`src/rtl/fetch_unit_if.sv`:
```
// Fetch-stage bus: redirect/stall control from decode, ROM address/data,
// and the instruction pair handed to decode.
interface fetch_unit_if;
    logic        stall;
    logic        redirect_valid;
    logic [31:0] redirect_pc;
    logic [9:0]  rom_addr1;
    logic [9:0]  rom_addr2;
    logic [31:0] rom_instr1;
    logic [31:0] rom_instr2;
    logic        if_valid1;
    logic        if_valid2;
    logic [31:0] if_pc1;
    logic [31:0] if_pc2;
    logic [31:0] if_instr1;
    logic [31:0] if_instr2;

    // Fetch unit side
    modport master (
        input  stall, redirect_valid, redirect_pc, rom_instr1, rom_instr2,
        output rom_addr1, rom_addr2, if_valid1, if_valid2,
               if_pc1, if_pc2, if_instr1, if_instr2
    );

    // Decode / ROM side
    modport slave (
        output stall, redirect_valid, redirect_pc, rom_instr1, rom_instr2,
        input  rom_addr1, rom_addr2, if_valid1, if_valid2,
               if_pc1, if_pc2, if_instr1, if_instr2
    );
endinterface

```
`src/rtl/fetch_unit.sv`:
```
// Dual-issue instruction fetch: owns the PC, addresses the registered ROM
// and pairs its outputs with PCs and valid flags for decode.
// Optional JAL predecode redirection is built when JAL_PREDECODE_EN is defined.
module fetch_unit #(
    parameter logic [31:0] RESET_PC = 32'h0000_0000
) (
    input  logic          clk,
    input  logic          rst,
    fetch_unit_if.master  bus
);

    logic [31:0] pc_q;
    logic [31:0] out_pc_q;
    logic        out_valid_q;
    logic [31:0] req_pc;
    logic        pair_valid;
    logic        jal_take;
    logic [31:0] jal_target;
    logic        kill_slot2;

`ifdef JAL_PREDECODE_EN
    // J-type immediate, sign-extended to 32 bits
    function automatic logic [31:0] j_imm(input logic [31:0] i);
        return {{11{i[31]}}, i[31], i[19:12], i[20], i[30:21], 1'b0};
    endfunction

    // Predecode the pair on the ROM outputs; slot 1 JAL wins over slot 2
    always_comb begin
        jal_take   = 1'b0;
        jal_target = '0;
        kill_slot2 = 1'b0;
        if (out_valid_q && !bus.stall && !bus.redirect_valid) begin
            if (bus.rom_instr1[6:0] == 7'b1101111) begin
                jal_take   = 1'b1;
                jal_target = out_pc_q + j_imm(bus.rom_instr1);
                kill_slot2 = 1'b1;
            end else if (bus.rom_instr2[6:0] == 7'b1101111) begin
                jal_take   = 1'b1;
                jal_target = out_pc_q + 32'd4 + j_imm(bus.rom_instr2);
            end
        end
    end
`else
    // No predecode: JALs are resolved downstream through redirect
    always_comb begin
        jal_take   = 1'b0;
        jal_target = '0;
        kill_slot2 = 1'b0;
    end
`endif

    // Request PC selection; a held stall re-reads the same pair from the ROM
    always_comb begin
        req_pc = pc_q;
        if (rst)
            req_pc = RESET_PC;
        else if (bus.redirect_valid)
            req_pc = bus.redirect_pc & ~32'd3;
        else if (bus.stall && out_valid_q)
            req_pc = out_pc_q;
        else if (jal_take)
            req_pc = jal_target;
    end

    // PC and output-pair tracking registers
    always_ff @(posedge clk) begin
        if (rst) begin
            pc_q        <= RESET_PC;
            out_pc_q    <= '0;
            out_valid_q <= 1'b0;
        end else begin
            pc_q        <= req_pc + 32'd8;
            out_pc_q    <= req_pc;
            out_valid_q <= 1'b1;
        end
    end

    // Output assembly
    always_comb begin
        pair_valid    = out_valid_q & ~bus.redirect_valid & ~rst;
        bus.rom_addr1 = req_pc[11:2];
        bus.rom_addr2 = req_pc[11:2] + 10'd1;
        bus.if_valid1 = pair_valid;
        bus.if_valid2 = pair_valid & ~kill_slot2;
        bus.if_pc1    = out_pc_q;
        bus.if_pc2    = out_pc_q + 32'd4;
        bus.if_instr1 = bus.rom_instr1;
        bus.if_instr2 = bus.rom_instr2;
    end

endmodule

```
`src/flat_wrapper.sv`:
```
// flat-port wrapper written by rule: the top's interface ports become plain ports
module fetch_unit_flat 
#(
    parameter logic [31:0] RESET_PC = 32'h0000_0000
)
  (clk, rst, bus_stall, bus_redirect_valid, bus_redirect_pc, bus_rom_instr1, bus_rom_instr2, bus_rom_addr1, bus_rom_addr2, bus_if_valid1, bus_if_valid2, bus_if_pc1, bus_if_pc2, bus_if_instr1, bus_if_instr2);
  fetch_unit_if bus_i ();
  input  logic clk;
  input  logic rst;
  input wire logic [$bits(bus_i.stall)-1:0] bus_stall;
  input wire logic [$bits(bus_i.redirect_valid)-1:0] bus_redirect_valid;
  input wire logic [$bits(bus_i.redirect_pc)-1:0] bus_redirect_pc;
  input wire logic [$bits(bus_i.rom_instr1)-1:0] bus_rom_instr1;
  input wire logic [$bits(bus_i.rom_instr2)-1:0] bus_rom_instr2;
  output wire logic [$bits(bus_i.rom_addr1)-1:0] bus_rom_addr1;
  output wire logic [$bits(bus_i.rom_addr2)-1:0] bus_rom_addr2;
  output wire logic [$bits(bus_i.if_valid1)-1:0] bus_if_valid1;
  output wire logic [$bits(bus_i.if_valid2)-1:0] bus_if_valid2;
  output wire logic [$bits(bus_i.if_pc1)-1:0] bus_if_pc1;
  output wire logic [$bits(bus_i.if_pc2)-1:0] bus_if_pc2;
  output wire logic [$bits(bus_i.if_instr1)-1:0] bus_if_instr1;
  output wire logic [$bits(bus_i.if_instr2)-1:0] bus_if_instr2;
  assign bus_i.stall = bus_stall;
  assign bus_i.redirect_valid = bus_redirect_valid;
  assign bus_i.redirect_pc = bus_redirect_pc;
  assign bus_i.rom_instr1 = bus_rom_instr1;
  assign bus_i.rom_instr2 = bus_rom_instr2;
  assign bus_rom_addr1 = bus_i.rom_addr1;
  assign bus_rom_addr2 = bus_i.rom_addr2;
  assign bus_if_valid1 = bus_i.if_valid1;
  assign bus_if_valid2 = bus_i.if_valid2;
  assign bus_if_pc1 = bus_i.if_pc1;
  assign bus_if_pc2 = bus_i.if_pc2;
  assign bus_if_instr1 = bus_i.if_instr1;
  assign bus_if_instr2 = bus_i.if_instr2;
  fetch_unit #(.RESET_PC(RESET_PC)) u_core (.clk(clk), .rst(rst), .bus(bus_i));
endmodule
```
`config.mk`:
```
export PLATFORM = sky130hd
export DESIGN_NAME = fetch_unit_flat
export DESIGN_NICKNAME = d
export VERILOG_FILES = /design/src/rtl/fetch_unit_if.sv /design/src/rtl/fetch_unit.sv /design/src/flat_wrapper.sv
export SDC_FILE = /design/constraint.sdc
export NUM_CORES = 1
export LEC_CHECK = 0
export BUFFER_PORTS_ARGS = -buffer_cell sky130_fd_sc_hd__clkbuf_2
export CAP_MARGIN = 20
export CELL_PAD_IN_SITES_DETAIL_PLACEMENT = 0
export CELL_PAD_IN_SITES_GLOBAL_PLACEMENT = 1
export CORE_MARGIN = 5
export CORE_UTILIZATION = 33
export CTS_CLUSTER_SIZE = 10
export DETAILED_ROUTE_END_ITERATION = 8
export GPL_ROUTABILITY_DRIVEN = 0
export PLACE_DENSITY_LB_ADDON = 0.12
export SETUP_SLACK_MARGIN = 0.4
export SYNTH_ARGS = -nofsm -noshare
export SYNTH_HDL_FRONTEND = slang
export SYNTH_SLANG_ARGS = --single-unit
export TNS_END_PERCENT = 20
```
`constraint.sdc`:
```
create_clock -name clk -period 5.66 [get_ports clk]
set_clock_uncertainty 0.15 [all_clocks]
set_input_delay 0.849 -clock clk [delete_from_list [all_inputs] [get_ports clk]]
set_output_delay 0.849 -clock clk [all_outputs]
set_load 0.02 [all_outputs]
```
Word level (Yosys, flattened, before mapping)
Cells that the tools add are included.

storage, ports and cells
  register bits = 65
  input bits = 100
  output and inout bits = 150
  logic and storage cells = 15

operators by class
  add/sub/neg operators = 3
  multiplexer cells = 4
  bitwise gates (word level) = 4
  reduce and logical (&&, ||, !) cells = 1

operator list
  operator                                                         count
  32-bit 2-to-1 mux                                                3
  32-bit by 3-bit adder with 32-bit output, second input constant  1
  32-bit by 4-bit adder with 32-bit output, second input constant  1
  10-bit by 1-bit adder with 10-bit output, second input constant  1
  1-bit bitwise AND                                                2
  1-bit NOT                                                        2
  1-bit logical AND                                                1
  1-bit 2-to-1 mux                                                 1

Logic depth before layout (Yosys ltp)
Gate-level depths: netlist of the first run.

  depth in word-level cells = 5
  gate-level depth with buffers = 11
  mapped depth without buffers = 8

Worst setup path after synthesis of the first run
OpenSTA, ideal clock, no wires.

  path kind = input-to-output
  from = input port bus_redirect_valid
  to = output port bus_rom_addr2[9]
  arrival = 2956 ps
  data required time = 4661 ps
  path slack = 1705 ps
  stages = 9
  buffers on the path = 2
  path through = buf_2 -> buf_4 -> nor2b_1 -> a2111oi_2 -> ha_1 -> and2_1 -> nand2_1 -> nor3_1 -> xor2_1

between the ends
  word-level cells in the longest chain between the ends = 3

ends and longest elaborated chain
  what                                      RTL line            RTL
  start, declared                           flat_wrapper.sv:11  input wire logic [$bits(bus_i.redirect_valid)-1:0] bus_redirect_valid;
  32-bit 2-to-1 mux                         fetch_unit.sv:57    else if (bus.redirect_valid)
  32-bit 2-to-1 mux                         fetch_unit.sv:55    if (rst)
  via u_core.req_pc[3]                      fetch_unit.sv:15    logic [31:0] req_pc;
  10-bit by 1-bit adder with 10-bit output  fetch_unit.sv:82    bus.rom_addr2 = req_pc[11:2] + 10'd1;
  end, declared                             flat_wrapper.sv:16  output wire logic [$bits(bus_i.rom_addr2)-1:0] bus_rom_addr2;

The timed path passes the listed nets, and every way through them passes these cells.

Final worst setup path of the first run
  from = input port bus_redirect_valid
  to = output port bus_rom_addr2[9]

between the ends
  word-level cells in the longest chain between the ends = 3

ends and longest elaborated chain
  what                                      RTL line
  32-bit 2-to-1 mux                         fetch_unit.sv:57
  32-bit 2-to-1 mux                         fetch_unit.sv:55
  10-bit by 1-bit adder with 10-bit output  fetch_unit.sv:82

No other way between the ends.

==> results of run 1 <==
## registers in the layout, indices dropped and copies added (netlist names)
signal / count
u_core.bus.if_pc1: 30
u_core.out_valid_q: 1
u_core.pc_q: 29
## power breakdown
part	leakage [nW]	switching (mW)	internal (mW)
Combinational	1.36	0.158	0.0827
Sequential	0.497	0.0314	0.452
Clock	0.126	0.185	0.291
## logic make-up (layout without fill, tap and decap cells)
group | count (synthesis) | count (layout)
compound gates | 77 | 77
xor+xnor | 60 | 60
flops | 60 | 60
simple gates | 208 | 208
other cells | 1 | 4
mux | 4 | 4
buf+inv | 118 | 151
fa+ha+maj | 3 | 3
## through the flow
stage,cells,area (sq um)
3_5_place_dp,724,4377
5_1_grt,739,4628
4_1_cts,739,4628
3_3_place_gp,724,4377
2_1_floorplan,534,4262
6_report,739,4628
## metal layers
layer | wire length [um] | up-vias | global-route usage
met5 | 0 | - | 0
met2 | 5608 | 125 | 0.2521
met3 | 742 | 45 | 0.02928
met4 | 276 | 0 | 0.07336
li1 | - | 1801 | -
met1 | 6160 | 1711 | 0.2400
## Yosys cell counts, drive strengths merged, types with 5 or more instances
| cell | instances | area share |
|---|---|---|
| buf | 94 | 0.16 |
| nand2 | 63 | 0.057 |
| dfxtp | 60 | 0.28 |
| nor2 | 52 | 0.046 |
| xnor2 | 36 | 0.074 |
| a21oi | 30 | 0.035 |
| nand3 | 26 | 0.031 |
| xor2 | 24 | 0.049 |
| inv | 13 | 0.011 |
| nand4 | 12 | 0.018 |
| nor3 | 11 | 0.013 |
| a2111oi | 10 | 0.037 |
| clkbuf | 10 | 0.0088 |
| nor2b | 10 | 0.015 |
| and3 | 7 | 0.010 |
| o21ai | 7 | 0.0082 |
| a211oi | 6 | 0.011 |
| nor4 | 5 | 0.010 |
## path summary, 6_finish.rpt
check                                        start                    end
worst min-delay path               u_core.pc_q[24]  u_core.bus.if_pc1[24]
worst min register to register     u_core.pc_q[24]  u_core.bus.if_pc1[24]
worst max register to register  u_core.out_valid_q        u_core.pc_q[29]
worst max-delay path            bus_redirect_valid       bus_rom_addr2[9]
## final cells by class
| cell class | instances | share of cell area |
|---|---|---|
| clock buffers | 12 | 0.05109 |
| clock inverters | 3 | 0.003244 |
| inverters | 14 | 0.01135 |
| multi-input cells | 356 | 0.4926 |
| flip-flops and latches | 60 | 0.2595 |
| well taps | 172 | 0.04650 |
| repair buffers | 122 | 0.1357 |
## cells in the final DEF, fill, tap and decap left out, types with 7 or more instances in the layout
| cell type | synthesis | layout |
|---|---|---|
| dfxtp_1 | 60 | 60 |
| nand3_1 | 26 | 26 |
| xnor2_1 | 36 | 36 |
| clkbuf_2 | 0 | 115 |
| nand4_1 | 12 | 12 |
| xor2_1 | 24 | 24 |
| nor2b_1 | 10 | 10 |
| a21oi_1 | 30 | 30 |
| nand2_1 | 60 | 60 |
| buf_4 | 83 | 7 |
| nor3_1 | 11 | 11 |
| clkbuf_16 | 0 | 9 |
| inv_1 | 13 | 13 |
| and3_1 | 7 | 7 |
| nor2_1 | 52 | 52 |
## worst register-to-register path, cell delays in order (launching register included)
cell       delay (ns)
dfxtp_1          0.72
nand2_1          0.57
mux2_1           0.47
o21ai_1          0.32
nand4bb_1        0.33
or2_1            0.36
or4_1            0.52
a21oi_1          0.16
==> flow_summary_export.csv, run 1 <==
group,metric,value,unit
outcome,outcome,"completed",
pwr,total_power,1.200,mW
sta,rsz0062_at_grt,"false",
clock_network,path_clk_slew,0.05,ns
pwr,p_leak,1.981,nW
grt,antenna_found_initial,0,
clock_network,cts_resized,0,
sta,setup_violations,0,
drt,wl,12.79,mm
cells_and_area,multiInputGateArea,2280,sq um
floorplanning,design.core.area,12620,sq um
synthesis,synthArstFlopShare,0,
synthesis,synth_edf_count,0,
worst_setup_path,critical_path_class,"primary input to output pin",
synthesis,synth_warnings,0,
cells_and_area,diodes,0,
sta,relSlewSlack,0.4720,
clock_network,clock_path_buffers,2,
sta,tightest_slew,0.7847,ns
worst_setup_path,worst-path-max-fanout,26,
synthesis,synth_seq_cells,60,
floorplanning,io_pins,250,
clock_network,cts_tree,"yes",
placed_design,place_hpwl,9.619,mm
synthesis,synth_simple_gate_area_frac,0.2449,
cells_and_area,syn_to_final_growth,8.890,%
sta,max_freq,222.4,MHz
synthesis,syn_avg_cell_area,8.004,sq um
drt,vias,3682,
synthesis,yosysUniqueCellTypes,64,
placed_design,pre_cts_slack,1.089,ns
floorplanning,rows,41,
sta,finalSetupTns,0,ns
floorplanning,start_util,0.3368,
clock_network,numCtsBuffers,9,
drt,vias_per_cell,4.982,
sta,min_period,4.497,ns
grt,grt_pass1_vias,3529,
grt,grtUsageTotal,0.1696,
worst_setup_path,crit_top_cell,"clkbuf_2",
worst_setup_path,cp-end-kind,"output pin",
cells_and_area,drive_above_1_share,0.2698,
clock_network,post_cts_buffers,0,
synthesis,synth_compound_area_frac,0.1454,
drt,route.detailed.drc,0,
clock_network,clk_latency,0.33,ns
synthesis,yosysSeqAreaShare,0.2826,
floorplanning,die-area,15250,sq um
drt,drtIter0Drc,201,
grt,grt_pass1_wl,19.68,mm
floorplanning,die_h,123.5,um
synthesis,synth-adder-area-share,0.008831,
run,drv_cap,0,
cells_and_area,nNetsFinal,666,
placed_design,place.port_buffers,115,
grt,grt_max_degree,32,
pwr,vdd_ir_drop_max,0.0001201,V
sta,hold_viol_final,0,
clock_network,cts.sinks,60,
worst_setup_path,critical_path.slowest_cell,"a2111oi_2",
worst_setup_path,worst-path-stages,9,
worst_setup_path,critical_path_arrival,3.50,ns
synthesis,synthMuxAreaShare,0.01001,
sta,finalCritPeriodShare,0.7945,
drt,ant_nets,0,
synthesis,synth_top_family_by_area,"simple AND/OR/NAND/NOR gates",
synthesis,synth_xor_area_frac,0.1236,
cells_and_area,n_fill_cell,1360,
clock_network,cts-htree-levels,3,
worst_setup_path,cp_cell_sequence,"clkbuf_2 > nor2_1 > a2111oi_2 > ha_1 > and2_1 > nand2_1 > nor3_1 > xor2_1 > clkbuf_2",
drt,wl_per_cell,17.30,um
synthesis,synth_area,4250,sq um
cells_and_area,utilization,0.3667,
cells_and_area,seqCellArea,1201,sq um
sta,holdWs,0.4040,ns
worst_setup_path,crit_family,"simple AND/OR/NAND/NOR gates",
synthesis,syn-instance-count,531,
drt,dr.pass1.iters,4,
worst_setup_path,reg2reg_setup_slack,1.97,ns
hold_path,whs_path_depth,2,
worst_setup_path,cpPeakStageDelay,0.67,ns
clock_network,cts_hold_buf,0,
sta,slew_viol_final,0,
worst_setup_path,startpoint_type,"primary input",
hold_path,hold_path.class,"register to register",
grt,overflow,0,
clock_network,cts_root_buf,"clkbuf_16",
synthesis,synthFlopType,"dfxtp_1",
floorplanning,die_w,123.5,um
pwr,power_density,259.2,nW/um^2
worst_setup_path,reg2regPathDepth,7,
worst_setup_path,critPathBufInv,2,
worst_setup_path,required,4.66,ns
sta,fin_ws,1.163,ns
(Power assumes the default switching activity.)
==> inputs of run 2 (changes only) <==
Settings changed: CORE_UTILIZATION 33 to 30.
Clock period 5.66 ns to 4.56 ns, I/O delays scaled along.
==> flow_summary_export.csv, run 2 (synthesis gave the netlist of run 1 again) <==
group,metric,value,unit
worst_setup_path,cp-end-kind,"output pin",
outcome,outcome,"completed",
cells_and_area,syn_to_final_growth,11.83,%
worst_setup_path,critical_path_arrival,3.09,ns
worst_setup_path,critical_path_class,"primary input to output pin",
sta,tightest_slew,0.7324,ns
sta,slew_viol_final,0,
clock_network,cts-htree-levels,3,
cells_and_area,drive_above_1_share,0.2926,
cells_and_area,seqCellArea,1201,sq um
cells_and_area,largest_reg_flops,30,
floorplanning,die_h,129.0,um
drt,drtIter0Drc,203,
clock_network,cts_root_buf,"clkbuf_16",
worst_setup_path,required,3.73,ns
pwr,power_density,321.0,nW/um^2
grt,antenna_found_initial,0,
sta,finalSetupTns,0,ns
cells_and_area,mostFrequentLayoutCells,"115 x clkbuf_2, 60 x nand2_1, 60 x dfxtp_1, 52 x nor2_1, 36 x xnor2_1",
sta,max_freq,254.9,MHz
placed_design,place.port_buffers,115,
floorplanning,die_w,129.0,um
sta,min_period,3.923,ns
drt,ant_nets,0,
clock_network,clk_latency,0.33,ns
grt,overflow,0,
worst_setup_path,crit_top_cell,"clkbuf_2",
grt,grt_pass1_vias,3689,
sta,setup_violations,0,
floorplanning,rows,43,
drt,route.detailed.drc,0,
floorplanning,start_util,0.3062,
drt,vias_per_cell,4.963,
grt,grtUsageTotal,0.1589,
drt,wl,13.45,mm
clock_network,cts_tree,"yes",
clock_network,cts_resized,0,
floorplanning,design.core.area,13880,sq um
drt,dr.pass1.iters,5,
clock_network,cts.sinks,60,
floorplanning,die-area,16650,sq um
placed_design,place_hpwl,10.36,mm
worst_setup_path,worst-path-max-fanout,26,
sta,hold_viol_final,0,
worst_setup_path,cpPeakStageDelay,0.50,ns
hold_path,hold_path.class,"register to register",
clock_network,path_clk_slew,0.06,ns
clock_network,cts_hold_buf,0,
grt,grt_pass1_wl,20.42,mm
worst_setup_path,critical_path.slowest_cell,"a2111oi_2",
clock_network,numCtsBuffers,9,
cells_and_area,n_fill_cell,1490,
worst_setup_path,cp_cell_sequence,"clkbuf_2 > nor2_1 > a2111oi_2 > ha_1 > and2_1 > nand2_1 > nor3_1 > xor2_1 > clkbuf_2",
pwr,p_leak,2.051,nW
clock_network,clock_path_buffers,2,
grt,grt_max_degree,33,
sta,relSlewSlack,0.5040,
cells_and_area,diodes,0,
cells_and_area,nNetsFinal,679,
drt,vias,3777,
sta,finalCritPeriodShare,0.8604,
floorplanning,io_pins,250,
cells_and_area,layout_commonest_cell,"clkbuf_2",
worst_setup_path,startpoint_type,"primary input",
drt,wl_per_cell,17.68,um
pwr,vdd_ir_drop_max,0.0001294,V
clock_network,post_cts_buffers,0,
pwr,total_power,1.526,mW
sta,rsz0062_at_grt,"false",
cells_and_area,multiInputGateArea,2280,sq um
run,drv_cap,0,
## run 2: cell types whose count changed in the layout (fill, tap and decap cells not counted), sizes merged
cell      change
buf          +13
clkbuf        -3
clkinv        +2
clkinvlp      +2
## run 2: layer usage
layer / vias to the layer above / wire length, um / track usage
li1: 1835 / - / -
met1: 1757 / 6242 / 0.2153
met2: 141 / 5896 / 0.2393
met3: 44 / 857 / 0.02968
met4: 0 / 457 / 0.08524
met5: - / 0 / 0
## run 2: final timing paths
kind | from | to | slack, ns | depth (start not counted)
setup / recovery | bus_redirect_valid | bus_rom_addr2[9] | 0.64 | 9
setup reg to reg | u_core.out_valid_q | u_core.pc_q[31] | 1.47 | 8
hold reg to reg | u_core.pc_q[24] | u_core.bus.if_pc1[24] | 0.41 | 2
hold / removal | u_core.pc_q[24] | u_core.bus.if_pc1[24] | 0.41 | 2
## run 2: worst max-delay path, delay by kind of cell
family                   cells  cell delay (ns)
AO/OA/AOI/OAI                1             0.50
AND/OR/NAND/NOR              4             0.82
XOR/XNOR                     1             0.18
buffers and inverters        2             0.60
adder cells (fa/ha/maj)      1             0.28
## run 2: power by group
part	switching (mW)	internal [mW]
combinational	0.198	0.109
sequential	0.0370	0.561
clock	0.257	0.364
total	0.493	1.03
## run 2: stage by stage
stage	worst slack [ns]	hold WS, ns	util	std cells	area, sq um
after floorplan	0.9353	0.3671	-	534	4262
after CTS	0.6234	0.4248	0.3424	761	4753
final	0.6367	0.4147	0.3424	761	4753
after detailed placement	0.6471	0.4152	0.3231	745	4484
after global placement	0.7040	0.4018	0.3231	745	4484
after global routing	0.4425	0.4547	0.3424	761	4753
## run 2: area by class of cell
cell class,count,share of cell area
Multi-Input combinational cell,356,0.4796
Sequential cell,60,0.2527
Timing Repair Buffer,135,0.1527
Clock buffer,9,0.04738
Tap cell,180,0.04738
Inverter,14,0.01106
Clock inverter,7,0.009213
